## src/rtl/procyon_lsu_pkg.sv

```systemverilog
// Shared LSU definitions: load-queue entry states, byte-mask width and lsu_func size mapping.
// The PCYN_LSU_FUNC_* encodings mirror the codebase's constants header.
package procyon_lsu_pkg;

  localparam int PCYN_LSU_FUNC_WIDTH = 4;
  localparam logic [PCYN_LSU_FUNC_WIDTH-1:0] PCYN_LSU_FUNC_LB  = 4'd0;
  localparam logic [PCYN_LSU_FUNC_WIDTH-1:0] PCYN_LSU_FUNC_LH  = 4'd1;
  localparam logic [PCYN_LSU_FUNC_WIDTH-1:0] PCYN_LSU_FUNC_LW  = 4'd2;
  localparam logic [PCYN_LSU_FUNC_WIDTH-1:0] PCYN_LSU_FUNC_LBU = 4'd3;
  localparam logic [PCYN_LSU_FUNC_WIDTH-1:0] PCYN_LSU_FUNC_LHU = 4'd4;
  localparam logic [PCYN_LSU_FUNC_WIDTH-1:0] PCYN_LSU_FUNC_SB  = 4'd5;
  localparam logic [PCYN_LSU_FUNC_WIDTH-1:0] PCYN_LSU_FUNC_SH  = 4'd6;
  localparam logic [PCYN_LSU_FUNC_WIDTH-1:0] PCYN_LSU_FUNC_SW  = 4'd7;

  localparam int PCYN_LQ_MASK_WIDTH = 4;

  typedef enum logic [2:0] {
    LQ_STATE_INVALID       = 3'd0,
    LQ_STATE_LAUNCHED      = 3'd1,
    LQ_STATE_MHQ_FILL_WAIT = 3'd2,
    LQ_STATE_REPLAYABLE    = 3'd3,
    LQ_STATE_COMPLETE      = 3'd4
  } lq_state_t;

  // Byte-enable pattern for an access at byte offset 0 of its word.
  function automatic logic [PCYN_LQ_MASK_WIDTH-1:0] lsu_func_size_mask(
    input logic [PCYN_LSU_FUNC_WIDTH-1:0] lsu_func
  );
    case (lsu_func)
      PCYN_LSU_FUNC_LB, PCYN_LSU_FUNC_LBU, PCYN_LSU_FUNC_SB: return 4'b0001;
      PCYN_LSU_FUNC_LH, PCYN_LSU_FUNC_LHU, PCYN_LSU_FUNC_SH: return 4'b0011;
      default:                                               return 4'b1111;
    endcase
  endfunction

endpackage

```

## src/rtl/procyon_lsu_lq_if.sv

```systemverilog
// LSU-side bundle of the load queue: allocation, replay and update channels.
interface procyon_lsu_lq_if
  import procyon_lsu_pkg::*;
#(
  parameter int OPTN_ADDR_WIDTH    = 32,
  parameter int OPTN_LQ_DEPTH      = 8,
  parameter int OPTN_ROB_IDX_WIDTH = 5
);
  // Alloc is a one-cycle push with no backpressure (caller honours o_full).
  // Replay is valid/stall: o_replay_* hold their value while i_replay_stall is high.
  logic                           i_alloc_en;
  logic [PCYN_LSU_FUNC_WIDTH-1:0] i_alloc_lsu_func;
  logic [OPTN_ROB_IDX_WIDTH-1:0]  i_alloc_tag;
  logic [OPTN_ADDR_WIDTH-1:0]     i_alloc_addr;
  logic [OPTN_LQ_DEPTH-1:0]       o_alloc_select;
  logic                           i_replay_stall;
  logic                           o_replay_en;
  logic [OPTN_LQ_DEPTH-1:0]       o_replay_select;
  logic [PCYN_LSU_FUNC_WIDTH-1:0] o_replay_lsu_func;
  logic [OPTN_ADDR_WIDTH-1:0]     o_replay_addr;
  logic [OPTN_ROB_IDX_WIDTH-1:0]  o_replay_tag;
  logic                           i_update_en;
  logic [OPTN_LQ_DEPTH-1:0]       i_update_select;
  logic                           i_update_retry;
  logic                           i_update_mhq_retry;

  modport master (
    output i_alloc_en, i_alloc_lsu_func, i_alloc_tag, i_alloc_addr,
    input  o_alloc_select,
    output i_replay_stall,
    input  o_replay_en, o_replay_select, o_replay_lsu_func, o_replay_addr, o_replay_tag,
    output i_update_en, i_update_select, i_update_retry, i_update_mhq_retry
  );

  modport slave (
    input  i_alloc_en, i_alloc_lsu_func, i_alloc_tag, i_alloc_addr,
    output o_alloc_select,
    input  i_replay_stall,
    output o_replay_en, o_replay_select, o_replay_lsu_func, o_replay_addr, o_replay_tag,
    input  i_update_en, i_update_select, i_update_retry, i_update_mhq_retry
  );
endinterface

```

## src/rtl/procyon_lsu_lq_overlap.sv

```systemverilog
// Byte-overlap test between one queued load and the retiring store.
module procyon_lsu_lq_overlap
  import procyon_lsu_pkg::*;
#(
  parameter int OPTN_ADDR_WIDTH = 32
) (
  input  logic [OPTN_ADDR_WIDTH-1:0]     load_addr,
  input  logic [PCYN_LSU_FUNC_WIDTH-1:0] load_lsu_func,
  input  logic [OPTN_ADDR_WIDTH-1:0]     store_addr,
  input  logic [PCYN_LSU_FUNC_WIDTH-1:0] store_lsu_func,
  output logic                           overlap
);
  logic [PCYN_LQ_MASK_WIDTH-1:0] load_mask;
  logic [PCYN_LQ_MASK_WIDTH-1:0] store_mask;

  always_comb begin
    load_mask  = lsu_func_size_mask(load_lsu_func) << load_addr[1:0];
    store_mask = lsu_func_size_mask(store_lsu_func) << store_addr[1:0];
    overlap    = (load_addr[OPTN_ADDR_WIDTH-1:2] == store_addr[OPTN_ADDR_WIDTH-1:2]) &&
                 ((load_mask & store_mask) != '0);
  end
endmodule

```

## src/rtl/procyon_lsu_lq.sv

```systemverilog
// Load queue: tracks loads from issue to ROB retire, replays retried loads, flags stale reads.
// Optional macro PCYN_LQ_PERF_COUNTERS_EN adds misspeculation and replay counters.
module procyon_lsu_lq
  import procyon_lsu_pkg::*;
#(
  parameter int OPTN_DATA_WIDTH    = 32,
  parameter int OPTN_ADDR_WIDTH    = 32,
  parameter int OPTN_LQ_DEPTH      = 8,
  parameter int OPTN_ROB_IDX_WIDTH = 5
) (
  input  logic                           clk,
  input  logic                           n_rst,
  input  logic                           i_flush,
  output logic                           o_full,
  procyon_lsu_lq_if.slave                lq_if,
  input  logic                           i_mhq_fill_en,
  input  logic                           i_sq_retire_en,
  input  logic [OPTN_ADDR_WIDTH-1:0]     i_sq_retire_addr,
  input  logic [PCYN_LSU_FUNC_WIDTH-1:0] i_sq_retire_lsu_func,
  input  logic                           i_rob_retire_en,
  input  logic [OPTN_ROB_IDX_WIDTH-1:0]  i_rob_retire_tag,
  output logic                           o_rob_retire_ack,
  output logic                           o_rob_retire_misspeculated
`ifdef PCYN_LQ_PERF_COUNTERS_EN
  ,
  output logic [31:0]                    o_misspec_count,
  output logic [31:0]                    o_replay_count
`endif
);
  localparam int D = OPTN_LQ_DEPTH;

  if (((D & (D - 1)) != 0) || ((OPTN_DATA_WIDTH % 8) != 0)) begin : g_bad_param
    $error("procyon_lsu_lq: depth must be a power of two and data width a byte multiple");
  end

  lq_state_t                      entry_state      [D];
  lq_state_t                      entry_state_next [D];
  logic [PCYN_LSU_FUNC_WIDTH-1:0] entry_func       [D];
  logic [OPTN_ADDR_WIDTH-1:0]     entry_addr       [D];
  logic [OPTN_ROB_IDX_WIDTH-1:0]  entry_tag        [D];
  logic [D-1:0]                   entry_misspec;

  logic [D-1:0] empty, replayable, overlap, sq_hit, retire_match;
  logic [D-1:0] alloc_select, replay_select;
  logic [PCYN_LSU_FUNC_WIDTH-1:0] replay_func_mux;
  logic [OPTN_ADDR_WIDTH-1:0]     replay_addr_mux;
  logic [OPTN_ROB_IDX_WIDTH-1:0]  replay_tag_mux;
  logic retire_ack_next, retire_misspec_next;
  logic                           replay_en;
  logic [D-1:0]                   replay_select_q;
  logic [PCYN_LSU_FUNC_WIDTH-1:0] replay_func_q;
  logic [OPTN_ADDR_WIDTH-1:0]     replay_addr_q;
  logic [OPTN_ROB_IDX_WIDTH-1:0]  replay_tag_q;

  for (genvar g = 0; g < D; g++) begin : g_overlap
    procyon_lsu_lq_overlap #(.OPTN_ADDR_WIDTH(OPTN_ADDR_WIDTH)) overlap_inst (
      .load_addr     (entry_addr[g]),
      .load_lsu_func (entry_func[g]),
      .store_addr    (i_sq_retire_addr),
      .store_lsu_func(i_sq_retire_lsu_func),
      .overlap       (overlap[g])
    );
  end

  // Only loads that already read memory can be stale; waiting/replayable ones re-read later.
  always_comb begin
    for (int i = 0; i < D; i++) begin
      empty[i]        = (entry_state[i] == LQ_STATE_INVALID);
      replayable[i]   = (entry_state[i] == LQ_STATE_REPLAYABLE);
      sq_hit[i]       = i_sq_retire_en && overlap[i] &&
                        ((entry_state[i] == LQ_STATE_LAUNCHED) || (entry_state[i] == LQ_STATE_COMPLETE));
      retire_match[i] = i_rob_retire_en && (entry_state[i] == LQ_STATE_COMPLETE) &&
                        (entry_tag[i] == i_rob_retire_tag);
    end
    alloc_select  = lq_if.i_alloc_en ? (empty & (-empty)) : '0;
    replay_select = lq_if.i_replay_stall ? '0 : (replayable & (-replayable));
    o_full        = ((empty & ~alloc_select) == '0);
    retire_ack_next     = |retire_match;
    retire_misspec_next = |(retire_match & (entry_misspec | sq_hit));
  end

  always_comb begin
    replay_func_mux = '0;
    replay_addr_mux = '0;
    replay_tag_mux  = '0;
    for (int i = 0; i < D; i++) begin
      if (replay_select[i]) begin
        replay_func_mux = entry_func[i];
        replay_addr_mux = entry_addr[i];
        replay_tag_mux  = entry_tag[i];
      end
    end
  end

  always_comb begin
    for (int i = 0; i < D; i++) begin
      entry_state_next[i] = entry_state[i];
      if (i_flush) begin
        entry_state_next[i] = LQ_STATE_INVALID;
      end else begin
        case (entry_state[i])
          LQ_STATE_INVALID:
            if (alloc_select[i]) entry_state_next[i] = LQ_STATE_LAUNCHED;
          LQ_STATE_LAUNCHED:
            if (lq_if.i_update_en && lq_if.i_update_select[i]) begin
              if (!lq_if.i_update_retry)
                entry_state_next[i] = LQ_STATE_COMPLETE;
              else if (lq_if.i_update_mhq_retry && !i_mhq_fill_en)
                entry_state_next[i] = LQ_STATE_MHQ_FILL_WAIT;
              else
                entry_state_next[i] = LQ_STATE_REPLAYABLE;
            end
          LQ_STATE_MHQ_FILL_WAIT:
            if (i_mhq_fill_en) entry_state_next[i] = LQ_STATE_REPLAYABLE;
          LQ_STATE_REPLAYABLE:
            if (replay_select[i]) entry_state_next[i] = LQ_STATE_LAUNCHED;
          LQ_STATE_COMPLETE:
            if (retire_match[i]) entry_state_next[i] = LQ_STATE_INVALID;
          default:
            entry_state_next[i] = LQ_STATE_INVALID;
        endcase
      end
    end
  end

  always_ff @(posedge clk) begin
    for (int i = 0; i < D; i++) begin
      if (!n_rst) entry_state[i] <= LQ_STATE_INVALID;
      else        entry_state[i] <= entry_state_next[i];
    end
  end

  always_ff @(posedge clk) begin
    for (int i = 0; i < D; i++) begin
      if (!i_flush && alloc_select[i]) begin
        entry_func[i]    <= lq_if.i_alloc_lsu_func;
        entry_addr[i]    <= lq_if.i_alloc_addr;
        entry_tag[i]     <= lq_if.i_alloc_tag;
        entry_misspec[i] <= 1'b0;
      end else if (sq_hit[i]) begin
        entry_misspec[i] <= 1'b1;
      end
    end
  end

  always_ff @(posedge clk) begin
    if (!n_rst || i_flush)          replay_en <= 1'b0;
    else if (!lq_if.i_replay_stall) replay_en <= |replay_select;
  end

  always_ff @(posedge clk) begin
    if (!lq_if.i_replay_stall) begin
      replay_select_q <= replay_select;
      replay_func_q   <= replay_func_mux;
      replay_addr_q   <= replay_addr_mux;
      replay_tag_q    <= replay_tag_mux;
    end
  end

  always_ff @(posedge clk) begin
    if (!n_rst) begin
      o_rob_retire_ack           <= 1'b0;
      o_rob_retire_misspeculated <= 1'b0;
    end else begin
      o_rob_retire_ack           <= retire_ack_next;
      o_rob_retire_misspeculated <= retire_misspec_next;
    end
  end

  assign lq_if.o_alloc_select    = alloc_select;
  assign lq_if.o_replay_en       = replay_en;
  assign lq_if.o_replay_select   = replay_select_q;
  assign lq_if.o_replay_lsu_func = replay_func_q;
  assign lq_if.o_replay_addr     = replay_addr_q;
  assign lq_if.o_replay_tag      = replay_tag_q;

`ifdef PCYN_LQ_PERF_COUNTERS_EN
  always_ff @(posedge clk) begin
    if (!n_rst) begin
      o_misspec_count <= '0;
      o_replay_count  <= '0;
    end else begin
      if (retire_ack_next && retire_misspec_next) o_misspec_count <= o_misspec_count + 32'd1;
      if (!i_flush && (|replay_select))           o_replay_count  <= o_replay_count + 32'd1;
    end
  end
`endif
endmodule

```

## src/flat_wrapper.sv

```systemverilog
// flat-port wrapper written by rule: the top's interface ports become plain ports
module procyon_lsu_lq_flat import procyon_lsu_pkg::*;
#(
  parameter int OPTN_DATA_WIDTH    = 32,
  parameter int OPTN_ADDR_WIDTH    = 32,
  parameter int OPTN_LQ_DEPTH      = 8,
  parameter int OPTN_ROB_IDX_WIDTH = 5
)
  (clk, n_rst, i_flush, o_full, i_mhq_fill_en, i_sq_retire_en, i_sq_retire_addr, i_sq_retire_lsu_func, i_rob_retire_en, i_rob_retire_tag, o_rob_retire_ack, o_rob_retire_misspeculated, lq_if_i_alloc_en, lq_if_i_alloc_lsu_func, lq_if_i_alloc_tag, lq_if_i_alloc_addr, lq_if_o_alloc_select, lq_if_i_replay_stall, lq_if_o_replay_en, lq_if_o_replay_select, lq_if_o_replay_lsu_func, lq_if_o_replay_addr, lq_if_o_replay_tag, lq_if_i_update_en, lq_if_i_update_select, lq_if_i_update_retry, lq_if_i_update_mhq_retry);
  procyon_lsu_lq_if #(.OPTN_ADDR_WIDTH(OPTN_ADDR_WIDTH), .OPTN_LQ_DEPTH(OPTN_LQ_DEPTH), .OPTN_ROB_IDX_WIDTH(OPTN_ROB_IDX_WIDTH)) lq_if_i ();
  input  logic clk;
  input  logic n_rst;
  input  logic i_flush;
  output logic o_full;
  input  logic i_mhq_fill_en;
  input  logic i_sq_retire_en;
  input  logic [OPTN_ADDR_WIDTH-1:0] i_sq_retire_addr;
  input  logic [PCYN_LSU_FUNC_WIDTH-1:0] i_sq_retire_lsu_func;
  input  logic i_rob_retire_en;
  input  logic [OPTN_ROB_IDX_WIDTH-1:0] i_rob_retire_tag;
  output logic o_rob_retire_ack;
  output logic o_rob_retire_misspeculated;
  input wire logic [$bits(lq_if_i.i_alloc_en)-1:0] lq_if_i_alloc_en;
  input wire logic [$bits(lq_if_i.i_alloc_lsu_func)-1:0] lq_if_i_alloc_lsu_func;
  input wire logic [$bits(lq_if_i.i_alloc_tag)-1:0] lq_if_i_alloc_tag;
  input wire logic [$bits(lq_if_i.i_alloc_addr)-1:0] lq_if_i_alloc_addr;
  output wire logic [$bits(lq_if_i.o_alloc_select)-1:0] lq_if_o_alloc_select;
  input wire logic [$bits(lq_if_i.i_replay_stall)-1:0] lq_if_i_replay_stall;
  output wire logic [$bits(lq_if_i.o_replay_en)-1:0] lq_if_o_replay_en;
  output wire logic [$bits(lq_if_i.o_replay_select)-1:0] lq_if_o_replay_select;
  output wire logic [$bits(lq_if_i.o_replay_lsu_func)-1:0] lq_if_o_replay_lsu_func;
  output wire logic [$bits(lq_if_i.o_replay_addr)-1:0] lq_if_o_replay_addr;
  output wire logic [$bits(lq_if_i.o_replay_tag)-1:0] lq_if_o_replay_tag;
  input wire logic [$bits(lq_if_i.i_update_en)-1:0] lq_if_i_update_en;
  input wire logic [$bits(lq_if_i.i_update_select)-1:0] lq_if_i_update_select;
  input wire logic [$bits(lq_if_i.i_update_retry)-1:0] lq_if_i_update_retry;
  input wire logic [$bits(lq_if_i.i_update_mhq_retry)-1:0] lq_if_i_update_mhq_retry;
  assign lq_if_i.i_alloc_en = lq_if_i_alloc_en;
  assign lq_if_i.i_alloc_lsu_func = lq_if_i_alloc_lsu_func;
  assign lq_if_i.i_alloc_tag = lq_if_i_alloc_tag;
  assign lq_if_i.i_alloc_addr = lq_if_i_alloc_addr;
  assign lq_if_o_alloc_select = lq_if_i.o_alloc_select;
  assign lq_if_i.i_replay_stall = lq_if_i_replay_stall;
  assign lq_if_o_replay_en = lq_if_i.o_replay_en;
  assign lq_if_o_replay_select = lq_if_i.o_replay_select;
  assign lq_if_o_replay_lsu_func = lq_if_i.o_replay_lsu_func;
  assign lq_if_o_replay_addr = lq_if_i.o_replay_addr;
  assign lq_if_o_replay_tag = lq_if_i.o_replay_tag;
  assign lq_if_i.i_update_en = lq_if_i_update_en;
  assign lq_if_i.i_update_select = lq_if_i_update_select;
  assign lq_if_i.i_update_retry = lq_if_i_update_retry;
  assign lq_if_i.i_update_mhq_retry = lq_if_i_update_mhq_retry;
  procyon_lsu_lq #(.OPTN_DATA_WIDTH(OPTN_DATA_WIDTH), .OPTN_ADDR_WIDTH(OPTN_ADDR_WIDTH), .OPTN_LQ_DEPTH(OPTN_LQ_DEPTH), .OPTN_ROB_IDX_WIDTH(OPTN_ROB_IDX_WIDTH)) u_core (.clk(clk), .n_rst(n_rst), .i_flush(i_flush), .o_full(o_full), .lq_if(lq_if_i), .i_mhq_fill_en(i_mhq_fill_en), .i_sq_retire_en(i_sq_retire_en), .i_sq_retire_addr(i_sq_retire_addr), .i_sq_retire_lsu_func(i_sq_retire_lsu_func), .i_rob_retire_en(i_rob_retire_en), .i_rob_retire_tag(i_rob_retire_tag), .o_rob_retire_ack(o_rob_retire_ack), .o_rob_retire_misspeculated(o_rob_retire_misspeculated));
endmodule
```

## config.mk

```make
export PLATFORM = sky130hd
export DESIGN_NAME = procyon_lsu_lq_flat
export DESIGN_NICKNAME = d
export VERILOG_FILES = /design/src/rtl/procyon_lsu_pkg.sv /design/src/rtl/procyon_lsu_lq_if.sv /design/src/rtl/procyon_lsu_lq_overlap.sv /design/src/rtl/procyon_lsu_lq.sv /design/src/flat_wrapper.sv
export SDC_FILE = /design/constraint.sdc
export NUM_CORES = 1
export LEC_CHECK = 0
export CORE_ASPECT_RATIO = 2
export CORE_MARGIN = 3
export CORE_UTILIZATION = 63
export DETAILED_ROUTE_END_ITERATION = 6
export PLACE_DENSITY_LB_ADDON = 0.15
export RECOVER_POWER = 100
export SLEW_MARGIN = 20
export SYNTH_ARGS = -nofsm -noshare
export SYNTH_HDL_FRONTEND = slang
export SYNTH_SLANG_ARGS = --single-unit
```

## constraint.sdc

```tcl
create_clock -name clk -period 10.26 [get_ports clk]
set_input_delay 1.539 -clock clk [delete_from_list [all_inputs] [get_ports clk]]
set_output_delay 1.539 -clock clk [all_outputs]
set_load 0.03 [all_outputs]
```

=== Word-level counts from Yosys, hierarchy flattened ===
Memory sizes are Yosys's and may differ from the RTL's.
Index checks and enable logic that the tools add are counted.

* Flip-flop bits (word level): 60
* RAM bits: 352
* Output and inout port bits: 61
* Word-level logic and storage cells: 464
* Memories: 4

{| class="wikitable"
|+ Memory list
! name !! depth !! bits a word !! read ports !! clocked after Yosys merged registers in !! write ports !! RTL line !! text
|-
| u_core.entry_addr || 8 || 32 || 8 || 0 || 1 || procyon_lsu_lq.sv:39 || <nowiki>logic [OPTN_ADDR_WIDTH-1:0] entry_addr [D];</nowiki>
|-
| u_core.entry_tag || 8 || 5 || 8 || 0 || 1 || procyon_lsu_lq.sv:40 || <nowiki>logic [OPTN_ROB_IDX_WIDTH-1:0] entry_tag [D];</nowiki>
|-
| u_core.entry_func || 8 || 4 || 8 || 0 || 1 || procyon_lsu_lq.sv:38 || <nowiki>logic [PCYN_LSU_FUNC_WIDTH-1:0] entry_func [D];</nowiki>
|-
| u_core.entry_state || 8 || 3 || 8 || 0 || 8 || procyon_lsu_lq.sv:36 || <nowiki>lq_state_t entry_state [D];</nowiki>
|}

* $add $sub $neg: 2
* Eq/ne operators: 93
* Shift operators: 9
* Multiplexer cells: 182
* Bitwise logic cells: 22
* Reductions and logical operators: 137

{| class="wikitable"
|+ Operators with widths
! cell !! count
|-
| $mux W32 || 15
|-
| $eq A30 B30 Y1 || 8
|-
| $mux W3 || 78
|-
| $reduce_or A32 Y1 || 7
|-
| $pmux W3 S5 || 8
|-
| $eq A4 B3 Y1 const B || 27
|-
| $mux W5 || 15
|-
| $pmux W4 S2 || 9
|-
| $mux W4 || 15
|-
| $logic_and A1 B1 Y1 || 57
|-
| $reduce_or A3 Y1 || 18
|-
| $eq A3 B2 Y1 const B || 16
|-
| $eq A5 B5 Y1 || 8
|-
| $mux W1 || 40
|-
| $eq A4 B1 Y1 const B || 9
|-
| $eq A4 B2 Y1 const B || 9
|-
| $logic_not A4 Y1 || 9
|-
| $shl A4 B2 Y4 || 9
|-
| $reduce_or A5 Y1 || 7
|-
| $and A4 B4 Y4 || 8
|-
| $and A8 B8 Y8 || 4
|-
| $reduce_bool A4 Y1 || 8
|-
| $reduce_or A4 Y1 || 7
|-
| $eq A3 B1 Y1 const B || 8
|-
| other kinds (11) || 46
|}

=== Longest topological paths before layout ===
An unclocked memory read counts as a cell.

* Word-level depth: 16
* Gate-level depth with buffers: 12

=== Modules after synthesis ===
A second synthesis with hierarchy kept.

* Cell total of the unflattened synthesis: 1,837
* Area total of the unflattened synthesis: 21,135.3 um^2

{| class="wikitable"
|+ Modules (own cells, without submodules)
! module !! instances !! cells each !! area each (um^2)
|-
| procyon_lsu_lq || 1 || 1,341 || 17,081.4
|-
| procyon_lsu_lq_overlap || 8 || 62 || 506.7
|}

=== Worst setup path before layout ===
OpenSTA, ideal clock, no wires.

* Kind: input-to-reg
* From: input lq_if_i_alloc_en
* To: memory u_core.entry_addr[5][0] (netlist: u_core.entry_addr[1][32]) (enable)
* Library setup time: 0.493 ns
* Arrival time: 5.238 ns
* Data required time: 9.767 ns
* Slack: 4.529 ns
* Cell stages on the path: 4
* Path buffers: 0
* Cells stage by stage: o31ai_1 or3_1 or3_1 nor3_1

* Longest elaborated chain between the ends: 12

{| class="wikitable"
|+ Ends and longest elaborated chain
! element !! RTL line !! text
|-
| start: declaration || flat_wrapper.sv:23 || <nowiki>input wire logic [$bits(lq_if_i.i_alloc_en)-1:0] lq_if_i_alloc_en;</nowiki>
|-
| $mux W8 (*) || procyon_lsu_lq.sv:75 || <nowiki>alloc_select = lq_if.i_alloc_en ? (empty & (-empty)) : '0;</nowiki>
|-
| $logic_and A1 B1 Y1 || procyon_lsu_lq.sv:135 || <nowiki>if (!i_flush && alloc_select[i]) begin</nowiki>
|-
| $mux W1 || procyon_lsu_lq.sv:135 ||
|-
| $mux W1 (implied by the code) || procyon_lsu_lq.sv:137 || <nowiki>entry_addr[i] <= lq_if.i_alloc_addr;</nowiki>
|-
| $reduce_or A32 Y1 (no source line) || -- ||
|-
| $mux W3 (no source line) / $mux W1 (equally long branches) (7 in a row) || -- ||
|-
| end: declaration || procyon_lsu_lq.sv:39 ||
|}

Every way passes the cells marked *; elsewhere a longest branch is shown, timed or not.

=== Worst setup path in the final report ===
* From: input lq_if_i_replay_stall
* To: register u_core.replay_addr_q[9] (netlist: u_core.lq_if.o_replay_addr[9]), data pin

* Longest elaborated chain between the ends: 9

{| class="wikitable"
|+ Ends and longest elaborated chain
! element !! RTL line !! text
|-
| start: declaration || flat_wrapper.sv:28 || <nowiki>input wire logic [$bits(lq_if_i.i_replay_stall)-1:0] lq_if_i_replay_stall;</nowiki>
|-
| $mux W8 (*) || procyon_lsu_lq.sv:76 || <nowiki>replay_select = lq_if.i_replay_stall ? '0 : (replayable & (-replayable));</nowiki>
|-
| $mux W32 (7 in a row) || procyon_lsu_lq.sv:87 || <nowiki>if (replay_select[i]) begin</nowiki>
|-
| $mux W32 (*) || procyon_lsu_lq.sv:87 ||
|-
| named net u_core.replay_addr_mux[9] || procyon_lsu_lq.sv:46 || <nowiki>logic [OPTN_ADDR_WIDTH-1:0] replay_addr_mux;</nowiki>
|-
| end signal: assignment || procyon_lsu_lq.sv:155 || <nowiki>replay_addr_q <= replay_addr_mux;</nowiki>
|-
| end: declaration || procyon_lsu_lq.sv:52 || <nowiki>logic [OPTN_ADDR_WIDTH-1:0] replay_addr_q;</nowiki>
|}

The timed path passes the listed nets; every way through them passes the cells marked *.
A chain may end at the register's enable or synchronous reset.

==> impl_metrics.csv <==
group,metric,value,unit
power,p_leak,0.007581,uW
timing,rsz0062_at_grt,"no",
clocking,hold_buffers,0,
drt,num_vias,14610,
grt,globalRoute.totalOverflow,0,
synth,synth_top_flop_cell,"edfxtp_1",
drt,firstDrtPassIters,6,
drt,drtIter0Drc,2028,
power,total_power,3588,uW
synth,postSynthAreaPerCell,12.52,um^2
floorplanning,start_util,64.39,%
drt,ant_nets,0,
final_layout,final_nets,1784,
timing,max_clock_freq,128.0,MHz
final_layout,layout_common_cells,"edfxtp_1, xor2_1, dlygate4sd3_1",
hold_path,hp-class,"reg -> reg",
power,max-vdd-ir-drop,0.1644,mV
synth,muxShareOfSynthArea,0.5369,%
timing,setup_slack,2449,ps
synth,synth_adder_area_share,0.1023,%
synth,yosysSeqAreaShare,61.41,%
floorplanning,die_area,0.03335,mm^2
synth,yosys.area_share.simple,11.84,%
synth,synthXorXnorAreaFrac,12.93,%
timing,worstMarginPinSlew,3849,ps
synth,yosysWarnings,0,
synth,synth_async_sr_flop_share,0,%
synth,synth_top_family_by_area,"XOR/XNOR gates",
worst_setup_path,worst-setup-path-type,"in -> reg",
final_layout,final_core_util,74.58,%
clocking,cts_made_buffers,38,
floorplanning,dieWidth,130.6,um
final_layout,final_common_cell,"edfxtp_1",
timing,fin_crit_sh,76.13,%
synth,synth_compound_area_share,10.75,%
worst_setup_path,cpMostUsedCell,"clkbuf_1",
floorplanning,floorplan.die.height,255.3,um
clocking,clock_latency,540,ps
grt,grt_usage,40.60,%
grt,grt_first_pass_wirelength,95250,um
clocking,cts_tree,"built",
worst_setup_path,critPathMaxFanout,52,
place,hpwlAfterDp,46760,um
synth,synthesis.area,0.01958,mm^2
final_layout,drive_gt1_share,4.689,%
drt,drc,0,
drt,wl_per_cell,32.59,um
clocking,htreeDepth,2,
synth,ys_ff_latch,412,
clocking,cts.repair.resized,0,
worst_setup_path,cp-startpoint,"lq_if_i_replay_stall",
worst_setup_path,worstPathRequired,10650,ps
final_layout,fin_area,0.02267,mm^2
power,powerDensity,158.2,mW/mm^2
grt,grt_max_degree,53,
worst_setup_path,worstPathCellList,"dlygate4sd3_1 > clkinv_1 > clkbuf_1 > and4_1 > o21ai_0 > o21bai_1 > or3_1 > buf_4 > inv_2 > nor2_1 > clkbuf_1 > a21oi_1",
timing,tns,0,ps
synth,yosysUniqueCellTypes,68,
drt,drt-total-wl,67680,um
worst_setup_path,worst-r2r-cell-count,6,
worst_setup_path,rrSetupSlack,5500,ps
timing,setup_viol,0,
grt,antenna_found_initial,2,
floorplanning,io_pins,162,
timing,relSlewSlack,-156.6,%
worst_setup_path,r2r_start,"u_core.entry_state[0][3]",
clocking,cts_buffer_depth,3,
floorplanning,num_rows,90,
place,pre_cts_slack,4550,ps
clocking,cts.sinks,412,
run_status,status,"finished with violations",
place,dpl_cell_area,0.02146,mm^2
run_status,violations,"max-capacitance violations, max-slew violations",
synth,synth_nets,1664,
final_layout,fillers,2062,
worst_setup_path,max_stage_delay,2700,ps
worst_setup_path,crit_slowest_cell,"clkbuf_1",
timing,fin_crit,7811,ps
final_layout,area_delta_synth_final,15.82,%
worst_setup_path,end_kind,"register",
worst_setup_path,crit_end,"u_core.lq_if.o_replay_addr[9]",
worst_setup_path,crit_arrival,8200,ps
timing,hold_viol_final,0,
clocking,root_buffer,"clkbuf_16",
synth,synth_cells,1563,
place,place_congestion,0.9945,
clocking,path_clk_slew,60,ps
synth,synth-edff-count,377,
floorplanning,coreArea,0.03040,mm^2
worst_setup_path,worst_setup_path_start_kind,"input pin",
clocking,postCtsSetupBuffers,0,
timing,clock_skew,20.73,ps
worst_setup_path,r2r-end,"u_core.entry_addr[1][119]",
grt,grt_pass1_vias,14270,
timing,slew_viol_final,526,
place,port_buffers,161,
job,drv_cap,12,
drt,viasPerCell,7.034,
==> power breakdown <==
part / total (uW) / internal [uW] / switching (uW)
Clock: 1470 / 871 / 603
Sequential: 1860 / 1850 / 12.3
Combinational: 250 / 81.5 / 168
Total: 3590 / 2800 / 783
==> kinds of logic (layout without fill, tap and decap cells) <==
kind of cell | Yosys count | after routing
and+or+nand+nor | 439 | 439
muxes | 8 | 8
adders and majority gates | 2 | 2
xor gates and xnor gates | 289 | 289
buffers and inverters | 118 | 261
DFF | 412 | 412
other | 0 | 3
AOI/OAI and AO/OA | 295 | 295
==> critical path, delay by kind of cell <==
family	cells	cell delay, ps
and+or+nand+nor	3	1380
AOI/OAI and AO/OA	3	610
buffers and inverters	6	4630
==> cell usage after synthesis (11+ instances only) <==
| cell | number | area, um^2 |
|---|---|---|
| a22oi_1 | 21 | 157.7 |
| xnor2_1 | 69 | 604.3 |
| a222oi_1 | 41 | 410.4 |
| o22ai_1 | 24 | 150.1 |
| nand4_1 | 36 | 225.2 |
| nor3b_1 | 14 | 105.1 |
| xor2_1 | 220 | 1927 |
| o21ai_1 | 12 | 60.06 |
| o21ai_0 | 24 | 120.1 |
| dfxtp_1 | 35 | 700.7 |
| a21oi_1 | 64 | 320.3 |
| nor3_1 | 46 | 230.2 |
| inv_1 | 11 | 41.29 |
| nor2b_1 | 15 | 93.84 |
| edfxtp_1 | 377 | 11320 |
| clkbuf_1 | 83 | 311.6 |
| nand3_1 | 16 | 80.08 |
| nor4_1 | 66 | 412.9 |
| nand2b_1 | 25 | 156.4 |
| nand2_1 | 85 | 319.1 |
| nor2_1 | 86 | 322.8 |
| or3_1 | 18 | 112.6 |
| a221oi_1 | 19 | 166.4 |
| buf_2 | 14 | 70.07 |
| a31oi_1 | 33 | 206.5 |
==> registers in the layout (all words and copies together) (netlist names), 4 cells and up <==
name	flops
u_core.entry_addr	256
u_core.lq_if.o_replay_addr	32
u_core.entry_state	24
u_core.lq_if.o_replay_lsu_func	4
u_core.lq_if.o_replay_tag	5
u_core.entry_tag	40
u_core.entry_misspec	8
u_core.entry_func	32
u_core.lq_if.o_replay_select	8
==> layout make-up <==
cell class              instances  area (um^2)  area share [%]
diodes                          3        7.507         0.03311
inverters                      16        60.06          0.2649
flip-flops and latches        412        12020           53.02
clock buffers                  47         1006           4.437
well taps                     368        460.4           2.031
clock inverters                16        260.3           1.148
repair buffers                182         1720           7.587
multi-input cells            1033         7138           31.48
==> layer usage <==
| metal | track usage [%] | vias up | part of all wire, % |
|---|---|---|---|
| met5 | 0 | - | 0 |
| met4 | 30.98 | 0 | 11 |
| met3 | 7.038 | 298 | 9.2 |
| met2 | 69.38 | 1097 | 50 |
| met1 | 44.00 | 6989 | 30 |
| li1 | - | 6225 | - |
==> through the flow <==
step	hold slack, ps	cells
floorplan	428.1	1563
global placement	449.7	2011
detailed placement	457.2	2011
CTS	472.8	2074
global route	511.9	2075
finish	471.7	2077
==> how the worst min path moves through the flow <==
stage	cells after the start	start	end
floorplan	2	u_core.entry_misspec[1]	u_core.entry_misspec[1]
global placement	2	u_core.entry_misspec[6]	u_core.entry_misspec[6]
detailed placement	2	u_core.entry_misspec[1]	u_core.entry_misspec[1]
CTS	2	u_core.entry_misspec[1]	u_core.entry_misspec[1]
global route	2	u_core.entry_misspec[1]	u_core.entry_misspec[1]
finish	2	u_core.entry_misspec[1]	u_core.entry_misspec[1]
Note: power is estimated with default switching activity, not from simulation.
